**config.mk**
```make
export PLATFORM = sky130hd
export DESIGN_NAME = arb_mux_n
export DESIGN_NICKNAME = d
export VERILOG_FILES = /design/src/rtl/arb_mux_pkg.sv /design/src/rtl/arb_mux_n_rr_arbiter.sv /design/src/rtl/arb_mux_n.sv
export SDC_FILE = /design/constraint.sdc
export NUM_CORES = 1
export LEC_CHECK = 0
export CORE_AREA = 2 2 131 133
export CTS_BUF_LIST = sky130_fd_sc_hd__clkbuf_8
export CTS_CLUSTER_DIAMETER = 120
export CTS_CLUSTER_SIZE = 10
export DETAILED_ROUTE_END_ITERATION = 12
export DIE_AREA = 0 0 133 135
export HOLD_SLACK_MARGIN = 0.1
export PLACE_DENSITY = 0.66
export SLEW_MARGIN = 10
export SYNTH_ARGS = -nofsm -noshare
export SYNTH_HDL_FRONTEND = slang
export SYNTH_SLANG_ARGS = --single-unit
```
**constraint.sdc**
```tcl
create_clock -name clk -period 9.65 [get_ports clk]
set_input_delay 1.93 -clock clk [delete_from_list [all_inputs] [get_ports clk]]
set_output_delay 1.93 -clock clk [all_outputs]
set_load 0.01 [all_outputs]
```
**src/rtl/arb_mux_pkg.sv**
```systemverilog
// Shared types and helpers for the N-channel arbitrating multiplexer.
package arb_mux_pkg;

   typedef enum logic {EMPTY, FULL} state_t;

   // Source index width, never narrower than one bit.
   function automatic int src_width(input int n);
      return (n > 1) ? $clog2(n) : 1;
   endfunction

endpackage

```
**src/rtl/arb_mux_n_rr_arbiter.sv**
```systemverilog
// Round-robin arbiter with a fixed-priority bypass; the pointer advances
// on every transfer in both modes so round-robin resumes fairly.
module rr_arbiter_n
   import arb_mux_pkg::*;
#(
   parameter int N = 4,
   localparam int SW = src_width(N)
) (
   input  logic          clk,
   input  logic          reset_n,
   input  logic [N-1:0]  req,
   input  logic          fixed_pri,
   input  logic          advance,
   output logic [N-1:0]  grant,
   output logic [SW-1:0] grant_idx
);

   localparam logic [SW:0] N_EXT = (SW+1)'(N);

   logic [SW-1:0]  ptr_reg;
   logic [SW-1:0]  ptr_next;
   logic [2*N-1:0] req_dbl;
   logic [N-1:0]   req_rot;
   logic [SW-1:0]  rot_idx;
   logic [SW-1:0]  fix_idx;
   logic [SW:0]    idx_sum;
   logic           any_req;

   assign any_req = |req;
   assign req_dbl = {req, req};
   assign req_rot = req_dbl[ptr_reg +: N];

   always_comb begin
      rot_idx = '0;
      fix_idx = '0;
      // Descending scan: the last hit, i.e. the lowest index, wins.
      for (int i = N - 1; i >= 0; i--) begin
         if (req_rot[i]) rot_idx = SW'(i);
         if (req[i])     fix_idx = SW'(i);
      end
      idx_sum = {1'b0, rot_idx} + {1'b0, ptr_reg};
      if (idx_sum >= N_EXT) idx_sum = idx_sum - N_EXT;
      grant_idx = fixed_pri ? fix_idx : idx_sum[SW-1:0];
      ptr_next  = (grant_idx == SW'(N - 1)) ? '0 : grant_idx + SW'(1);
   end

   genvar gi;
   generate
      for (gi = 0; gi < N; gi++) begin : g_grant
         assign grant[gi] = any_req && (grant_idx == SW'(gi));
      end
   endgenerate

   always_ff @(posedge clk or negedge reset_n) begin
      if (!reset_n)     ptr_reg <= '0;
      else if (advance) ptr_reg <= ptr_next;
   end

endmodule

```
**src/rtl/arb_mux_n.sv**
```systemverilog
// N-channel arbitrating multiplexer with a one-entry registered output stage
// and valid/ready handshakes on every input and on the output.
module arb_mux_n
   import arb_mux_pkg::*;
#(
   parameter int WIDTH = 64,
   parameter int N = 4,
   localparam int SW = src_width(N)
) (
   input  logic               clk,
   input  logic               reset_n,
   input  logic [N*WIDTH-1:0] in_data,
   input  logic [N-1:0]       in_valid,
   output logic [N-1:0]       in_ready,
   input  logic               fixed_pri,
   output logic [WIDTH-1:0]   out_data,
   output logic [SW-1:0]      out_src,
   output logic               out_valid,
   input  logic               out_ready
);

   state_t           state_reg;
   logic [WIDTH-1:0] data_reg;
   logic [SW-1:0]    src_reg;
   logic [N-1:0]     grant;
   logic [SW-1:0]    grant_idx;
   logic             load_en;
   logic             transfer;
   logic [WIDTH-1:0] word_sel;
   logic [WIDTH-1:0] word_masked [N];

   // The register can take a word when empty or when it is drained this cycle.
   assign load_en  = (state_reg == EMPTY) || out_ready;
   assign in_ready = grant & {N{load_en & reset_n}};
   assign transfer = |in_ready;

   rr_arbiter_n #(.N(N)) u_arb (
      .clk       (clk),
      .reset_n   (reset_n),
      .req       (in_valid),
      .fixed_pri (fixed_pri),
      .advance   (transfer),
      .grant     (grant),
      .grant_idx (grant_idx)
   );

   genvar gi;
   generate
      for (gi = 0; gi < N; gi++) begin : g_mask
         assign word_masked[gi] = in_data[gi*WIDTH +: WIDTH] & {WIDTH{grant[gi]}};
      end
   endgenerate

   always_comb begin
      word_sel = '0;
      for (int i = 0; i < N; i++) word_sel = word_sel | word_masked[i];
   end

   always_ff @(posedge clk or negedge reset_n) begin
      if (!reset_n) begin
         state_reg <= EMPTY;
         data_reg  <= '0;
         src_reg   <= '0;
      end else if (transfer) begin
         state_reg <= FULL;
         data_reg  <= word_sel;
         src_reg   <= grant_idx;
      end else if (state_reg == FULL && out_ready) begin
         state_reg <= EMPTY;
      end
   end

   assign out_valid = (state_reg == FULL);
   assign out_data  = data_reg;
   assign out_src   = src_reg;

endmodule
```
# ---- Word level (Yosys, flattened, before mapping)
# Cells that the tools add are included.
# W data, S select, Z words.
dict set report totals {
  ff_bits 69
  inputBits 264
  wordCells 45
}
dict set report op_classes {
  addsub 3
  order_cmp 1
  n_eq_ne 3
  n_shift 1
  muxes 13
  bitwise 10
  reduce_logical 10
}
# operator n
set ops {}
lappend ops {{$and A64 B64 Y64} 4}
lappend ops {{$or A64 B64 Y64} 3}
lappend ops {{$mux W2} 11}
lappend ops {{$reduce_or A4 Y1} 2}
lappend ops {{$shiftx A8 B3 Y4} 1}
lappend ops {{$logic_and A1 B1 Y1} 5}
lappend ops {{$and A4 B4 Y4} 1}
lappend ops {{$eq A2 B2 Y1 const B} 2}
lappend ops {{$add A2 B2 Y3} 1}
lappend ops {{$ge A3 B3 Y1 const B} 1}
lappend ops {{$add A2 B1 Y2 const B} 1}
lappend ops {{$eq A2 B1 Y1 const B} 1}
lappend ops {{$logic_not A2 Y1} 1}
lappend ops {{$mux W1} 2}
lappend ops {{$reduce_bool A2 Y1} 1}
lappend ops {{$sub A2 B1 Y2 const B} 1}
lappend ops {{$and A1 B1 Y1} 1}
lappend ops {{$logic_or A1 B1 Y1} 1}
lappend ops {{$not A1 Y1} 1}

# ---- Depth between registers and ports, before layout
# Gate-level depths: netlist of run 1.
dict set report logic_depth {
  ltp_word 15
  depth_mapped 19
  depth_no_buf 15
}

# ---- By module
# From an unflattened synthesis of run 1, not the netlist that was laid out.
dict set report unflattened {
  cells_unflattened 414
  area_unflattened_um2 4232.8
}
# module instances cells_per_inst area_each_um2 seq_area_each_um2
set by_module_without_submodules {}
lappend by_module_without_submodules {arb_mux_n 1 369 3846.2 1676.6}
lappend by_module_without_submodules {rr_arbiter_n 1 45 386.6 50.0}

# ---- Least setup slack after synthesis of run 1
# OpenSTA, ideal clock, no wires.
dict set report synth_path {
  path_kind {input-to-output}
  startpoint {input port in_valid[2]}
  endpoint {output port in_ready[2]}
  arrival_ns 4.792
  slack_ns 2.928
  stages 14
  path_cell_list {buf_4 > o21a_1 > a21oi_1 > o211ai_1 > ha_1 > xnor2_1 > or4_1 > a211o_1 > nand3_2 > ha_1 > nor2b_1 > clkbuf_1 > buf_2 > nor2b_1}
}
dict set report synth_via {
  elab_chain_cells 12
  word_cells_on_any_way 17
}
# element line
set synth_lines {}
lappend synth_lines {{start, declared} arb_mux_n.sv:13} ;# input logic [N-1:0] in_valid,
lappend synth_lines {{$shiftx A8 B3 Y4} arb_mux_n_rr_arbiter.sv:31} ;# assign req_rot = req_dbl[ptr_reg +: N];
lappend synth_lines {{$mux W2 (4 in series)} arb_mux_n_rr_arbiter.sv:38} ;# if (req_rot[i]) rot_idx = SW'(i);
lappend synth_lines {{$add A2 B2 Y3} arb_mux_n_rr_arbiter.sv:41} ;# idx_sum = {1'b0, rot_idx} + {1'b0, ptr_reg};
lappend synth_lines {{$ge A3 B3 Y1 / $sub A2 B1 Y2 (equally long branches)} arb_mux_n_rr_arbiter.sv:42} ;# if (idx_sum >= N_EXT) idx_sum = idx_sum - N_EXT;
lappend synth_lines {{$mux W2} arb_mux_n_rr_arbiter.sv:42}
lappend synth_lines {{$mux W2 *} arb_mux_n_rr_arbiter.sv:43} ;# grant_idx = fixed_pri ? fix_idx : idx_sum[SW-1:0];
lappend synth_lines {{via grant_idx[1]} arb_mux_n.sv:26} ;# logic [SW-1:0] grant_idx;
lappend synth_lines {{$eq A2 B2 Y1 *} arb_mux_n_rr_arbiter.sv:50} ;# assign grant[gi] = any_req && (grant_idx == SW'(gi));
lappend synth_lines {{$logic_and A1 B1 Y1 *} arb_mux_n_rr_arbiter.sv:50}
lappend synth_lines {{$and A4 B4 Y4 *} arb_mux_n.sv:34} ;# assign in_ready = grant & {N{load_en & reset_n}};
lappend synth_lines {{end, declared} arb_mux_n.sv:14} ;# output logic [N-1:0] in_ready,
# Mark *: on every way through the listed nets, which the timed path passes. The rest lies on a longest branch.

# ---- Worst setup path in the final report of run 1
dict set report layout_path {
  startpoint {input port in_valid[2]}
  endpoint {output port in_ready[0]}
}
dict set report layout_via {
  elab_chain_cells 12
  word_cells_on_any_way 17
}
# element line
set layout_lines {}
lappend layout_lines {{$shiftx A8 B3 Y4} arb_mux_n_rr_arbiter.sv:31}
lappend layout_lines {{$mux W2 (4 in series)} arb_mux_n_rr_arbiter.sv:38}
lappend layout_lines {{$add A2 B2 Y3} arb_mux_n_rr_arbiter.sv:41}
lappend layout_lines {{$ge A3 B3 Y1 / $sub A2 B1 Y2 (equally long branches)} arb_mux_n_rr_arbiter.sv:42}
lappend layout_lines {{$mux W2} arb_mux_n_rr_arbiter.sv:42}
lappend layout_lines {{$mux W2 *} arb_mux_n_rr_arbiter.sv:43}
lappend layout_lines {{via grant_idx[1]} arb_mux_n.sv:26}
lappend layout_lines {{$logic_not A2 Y1 *} arb_mux_n_rr_arbiter.sv:50}
lappend layout_lines {{$logic_and A1 B1 Y1 *} arb_mux_n_rr_arbiter.sv:50}
lappend layout_lines {{$and A4 B4 Y4 *} arb_mux_n.sv:34}
# Marked as above.

==> results of run 1 <==
cells in the final DEF (no fill, tap or decap), drive strengths merged, types with 5 or more instances in the layout:
| cell | n |
|---|---|
| clkdlybuf4s50 | 333 |
| nand2 | 70 |
| dfrtp | 69 |
| o21ai | 66 |
| a22o | 64 |
| a221oi | 64 |
| clkbuf | 10 |
| nor2b | 9 |
| buf | 7 |
| ha | 5 |
kinds of logic after synthesis:
kind of cell,count (synthesis)
compound gates,205
simple gates,96
flops,69
buf+inv,51
fa+ha+maj,5
mux,4
xor+xnor,1
layer usage:
metal	wire length (um)	GRT usage, %	up-vias
met5	0	0	-
met4	405	7.23	0
met3	1020	4.28	28
met2	9540	35.6	188
met1	7080	22.8	2249
li1	-	-	2289
power groups by stage:
stage          clock [mW]  sequential [mW]  combinational (mW)
5_1_grt             0.288            0.520                1.64
4_1_cts             0.272            0.503                1.53
6_report            0.262            0.502                1.51
2_1_floorplan           0            0.551               0.878
3_5_place_dp            0            0.507                1.53
3_3_place_gp            0            0.498                1.49
worst min-delay path, cell delays in order, from the launching register on:
cell,delay (ps)
dfrtp_1,340
nand2_1,50
o21ai_1,60
worst paths after layout:
kind	to	slack, ps	cells past startpoint	startpoint
worst min register to register	out_data[1]	480	2	out_data[1]
worst max-delay path	in_ready[0]	1620	15	in_valid[2]
worst max register to register	out_data[12]	5130	15	u_arb.ptr_reg[0]
max in group asynchronous	out_data[31]	7330	1	reset_n
min in group asynchronous	out_data[15]	1680	1	reset_n
worst min-delay path	out_data[1]	480	2	out_data[1]
cells in the mapped netlist (all sizes together):
library cell and instances:
nand2 70, dfrtp 69, o21ai 66, a221oi 64
a22o 64, buf 24, clkbuf 23, nor2b 9
ha 5, inv 4, mux2 3, nand2b 3
nor4 3, o211ai 3, a21oi 2, nor2 2
nor3b 2, or3 2, a2111oi 1, a211o 1
a31oi 1, mux2i 1, nand3 1, nand3b 1
nor3 1, nor4b 1, o21a 1, o22a 1
o22ai 1, or4 1, xnor2 1
area by class of cell:
type | instances | area (sq um)
clock buffer | 10 | 138
clock inverter | 5 | 75.1
fill | 1490 | 8360
inverter | 4 | 15.0
multi-input combinational | 311 | 2430
sequential | 69 | 1730
tap | 220 | 275
timing repair buffer | 340 | 3390
==> reports/results.ini, run 1 <==
[sta]
rsz0062_at_grt=false
finalMaxSlewViolations=0
worst_pin_slew_ps=1170
period_share_pct=83.2
tns_ps=0
post-route-min-period_ps=8030
maxSlewHeadroom_pct=21.7
fin_worst_hold_slack_ps=483
fin_worst_skew_ps=9.80
setup_ws_ps=1620
finalHoldViolCount=0
fmaxAchievable_mhz=125
setup_viol=0

[clock_tree]
clk_latency_ps=350
numClockSinks=69
cts_max_level=3
cts_hold_buffers=0
ctsResizeCount=0
cts_buffers=9
post_cts_buffers=0
root_buffer=clkbuf_8
cts_buffer_depth=2
clkSlewWorstSetupHoldPaths_ps=70
cts_tree=done

[global_routing]
grt_pass1_vias=5088
grt_max_degree=76
overflow=0
antenna_found_initial=0
grt_usage_pct=19.7
grt_pass1_wl_um=27400

[synthesis]
syn_inst=431
synth_xor_area_share_pct=0.201
synth_area_leader_cell=dfrtp_1
synthMuxAreaShare_pct=1.01
yosysTopAreaCellShare_pct=39.7
synth_compound_area_share_pct=42.2
synth_cell_types=36
ys_ff_latch=69
synth.net_count=700
netlist_area_sq_um=4350
synth_top_family_by_area=compound AO/OA/AOI/OAI gates
synth_warnings=0
synth_fa_ha_area_share_pct=1.44
synth_area_leaders=dfrtp_1 (40%), a221oi_2 (17%), a22o_1 (13%), o21ai_1 (7.6%), nand2_1 (6.0%)
synth-simple-area-share_pct=10.2
ys_seq_area_share_pct=39.7
syn_area_per_cell_sq_um=10.1

[cells_and_area]
nets=1004
final_area_sq_um=8050
insertedDiodeCount=0
final_core_util_pct=49.1
layoutNonFillerInstCount=959
largest_reg_flops=64
synthToLayoutAreaGrowth_pct=85.0
final_layout_size_suffix_gt1_share_pct=10.8

[pwr]
switching_share_pct=42.6
p_int_mw=1.30
clock_power_share_pct=11.5
cellLeakagePower_nw=3.14
power_density_nw_per_um2=283
vdd_ir_drop_max_mv=0.229
switchingPower_mw=0.969
power_mw=2.27
power_frac_seq_pct=22.1
combPwrFrac_pct=66.4

[worst_setup_path]
endpoint_kind=primary output
crit_type=input pin to primary output
critPathArrivalTime_ps=6100
path_cells=clkdlybuf4s50_1 -> nand2b_1 -> o22ai_1 -> nand2_1 -> o211ai_1 -> ha_1 -> xnor2_1 -> or4_1 -> a211o_1 -> nand3_2 -> inv_2 -> ha_1 -> nor2b_4 -> nor2b_1 -> clkdlybuf4s50_1
path_max_fanout=35
crit_required_ps=7720
critPathMaxStageDelay_ps=940
cp.buffers_inverters=3
crit_family=simple AND/OR/NAND/NOR gates
crit_slowest_cell=nor2b_4
start_kind=input pin

[job]
drv_cap=0

[routing]
viasPerCell=4.96
firstDrtPassIters=4
drt_iter0_markers=243
route.detailed.drc=0
routedWlPerCell_um=18.8
wirelength_um=18000
vias=4754
drt.antenna.violating_nets=0

[floorplan]
die_area_sq_um=18000
io_pins=335
coreArea_sq_um=16400
die_w_um=133
start_util_pct=26.5
placementRows=47
chipHeight_um=135

[place]
preCtsSetupSlack_ps=1630
place_area_sq_um=7840
dp.cells=944
gp_congestion=0.893
dp_hpwl_um=14100
io_buffers=334

[run_status]
outcome=complete, no violations

[min_path]
holdCritPathClass=flop to flop

(Power assumes the default switching activity.)
==> run 2, diff against run 1 <==
--- a/config.mk
+++ b/config.mk
@@ -12,7 +12,7 @@
 export DETAILED_ROUTE_END_ITERATION = 12
 export DIE_AREA = 0 0 133 135
 export HOLD_SLACK_MARGIN = 0.1
-export PLACE_DENSITY = 0.66
+export PLACE_DENSITY = 0.68
 export SLEW_MARGIN = 10
 export SYNTH_ARGS = -nofsm -noshare
 export SYNTH_HDL_FRONTEND = slang
==> constraint.sdc (replaced) <==
create_clock -name clk -period 7.2 [get_ports clk]
set_input_delay 1.44 -clock clk [delete_from_list [all_inputs] [get_ports clk]]
set_output_delay 1.44 -clock clk [all_outputs]
set_load 0.01 [all_outputs]
==> reports/results.ini, run 2 (synthesized netlist as in run 1, its figures left out) <==
[floorplan]
coreArea_sq_um=16400
die_area_sq_um=18000
chipHeight_um=135
io_pins=335
start_util_pct=26.5
die_w_um=133
placementRows=47

[routing]
routed.top_layer=met4
drt.antenna.violating_nets=0
wl_met1_um=6740
route.detailed.drc=0
viasPerCell=5.03
vias=4824
dr_wl_met3_um=1120
wirelength_um=17800
dr_wl_met2_um=9560
firstDrtPassIters=5
routedWlPerCell_um=18.5
drt_iter0_markers=215

[pwr]
clock_power_share_pct=10.1
combPwrFrac_pct=67.4
power_frac_seq_pct=22.5
power_density_nw_per_um2=374
p_int_mw=1.71
switchingPower_mw=1.28
power_mw=3.00
cellLeakagePower_nw=3.14
vdd_ir_drop_max_mv=0.269
switching_share_pct=42.8

[worst_setup_path]
path_max_fanout=9
critPathArrivalTime_ps=4990
crit_required_ps=5760
endpoint_kind=primary output
crit_type=input pin to primary output
start_kind=input pin

[cells_and_area]
final_layout_size_suffix_gt1_share_pct=10.1
largest_reg_flops=64
insertedDiodeCount=0
synthToLayoutAreaGrowth_pct=84.5
nets=1003
layout_commonest_cell=clkdlybuf4s50_1
final_cell_mix=clkdlybuf4s50_1 (333), nand2_1 (70), dfrtp_1 (69)

[clock_tree]
ctsResizeCount=0
post_cts_buffers=0
cts_buffers=9
clk_latency_ps=340
cts_max_level=3
clkSlewWorstSetupHoldPaths_ps=70
root_buffer=clkbuf_8
cts_tree=done
numClockSinks=69
cts_buffer_depth=2
cts_hold_buffers=0

[place]
io_buffers=334
gp_congestion=0.844
preCtsSetupSlack_ps=791
dp_hpwl_um=13800

[global_routing]
grt_max_degree=71
overflow=0
grt_pass1_vias=5024
antenna_found_initial=0
grt_usage_pct=19.4
grt_pass1_wl_um=27200

[min_path]
holdCritPathClass=flop to flop

[sta]
setup_ws_ps=770
rsz0062_at_grt=false
maxSlewHeadroom_pct=28.8
finalHoldViolCount=0
setup_viol=0
tns_ps=0
period_share_pct=89.3
post-route-min-period_ps=6430
fmaxAchievable_mhz=156
fin_worst_skew_ps=8.61
finalMaxSlewViolations=0
worst_pin_slew_ps=1070

[run_status]
outcome=complete, no violations

[job]
drv_cap=0

[run 2: cell types whose count changed in the layout (fill, tap and decap cells not counted)]
cell       before  now
clkinv_2        3    0
buf_12          0    1
buf_4           7    5
inv_1           3    8
bufinv_16       2    1
[run 2: path summary, 6_finish.rpt]
kind / start / endpoint / slack [ps] / depth (start not counted)
setup / recovery: in_valid[2] / in_ready[0] / 770 / 15
hold / removal: out_data[18] / out_data[18] / 480 / 2
setup reg to reg: u_arb.ptr_reg[0] / out_data[44] / 3110 / 15
hold reg to reg: out_data[18] / out_data[18] / 480 / 2
max in group asynchronous: reset_n / out_data[42] / 5390 / 1
min in group asynchronous: reset_n / out_data[14] / 1210 / 1
[run 2: metrics by stage]
step                cell area, sq um  instances  utilization [%]  hold WS [ps]
floorplan                       4350        431                -           521
global placement                7840        943             47.8           469
detailed placement              7840        943             47.8           475
CTS                             8030        959             48.9           491
global route                    8030        959             48.9           506
finish                          8030        959             48.9           484
[run 2: worst max-delay path: stages]
cell and delay [ps]:
clkdlybuf4s50_1 700, nand2b_1 210, o22ai_1 100, nand2_1 80, o211ai_1 100, ha_1 210, xnor2_1 160, or4_1 540
a211o_1 320, nand3_2 90, inv_2 50, ha_1 200, nor2b_4 140, nor2b_1 150, clkdlybuf4s50_1 490
[run 2: cell type report]
class / instances / area, sq um
fillers: 1507 / 8380
repair buffers: 339 / 3390
multi-input cells: 311 / 2430
flip-flops and latches: 69 / 1730
well taps: 220 / 275
clock buffers: 10 / 138
clock inverters: 6 / 48.8
inverters: 4 / 15.0
[run 2: routing by layer]
layer  vias to the layer above  track usage (%)
met4                         0             6.45
li1                       2292                -
met5                         -                0
met2                       216             36.3
met3                        29             3.98
met1                      2287             22.1
[run 2: power groups by stage]
stage	registers, mW	logic (mW)	clock network (mW)
2_1_floorplan	0.739	1.18	0
3_3_place_gp	0.670	2.01	0
3_5_place_dp	0.680	2.05	0
4_1_cts	0.675	2.05	0.321
5_1_grt	0.697	2.20	0.336
6_report	0.673	2.02	0.303
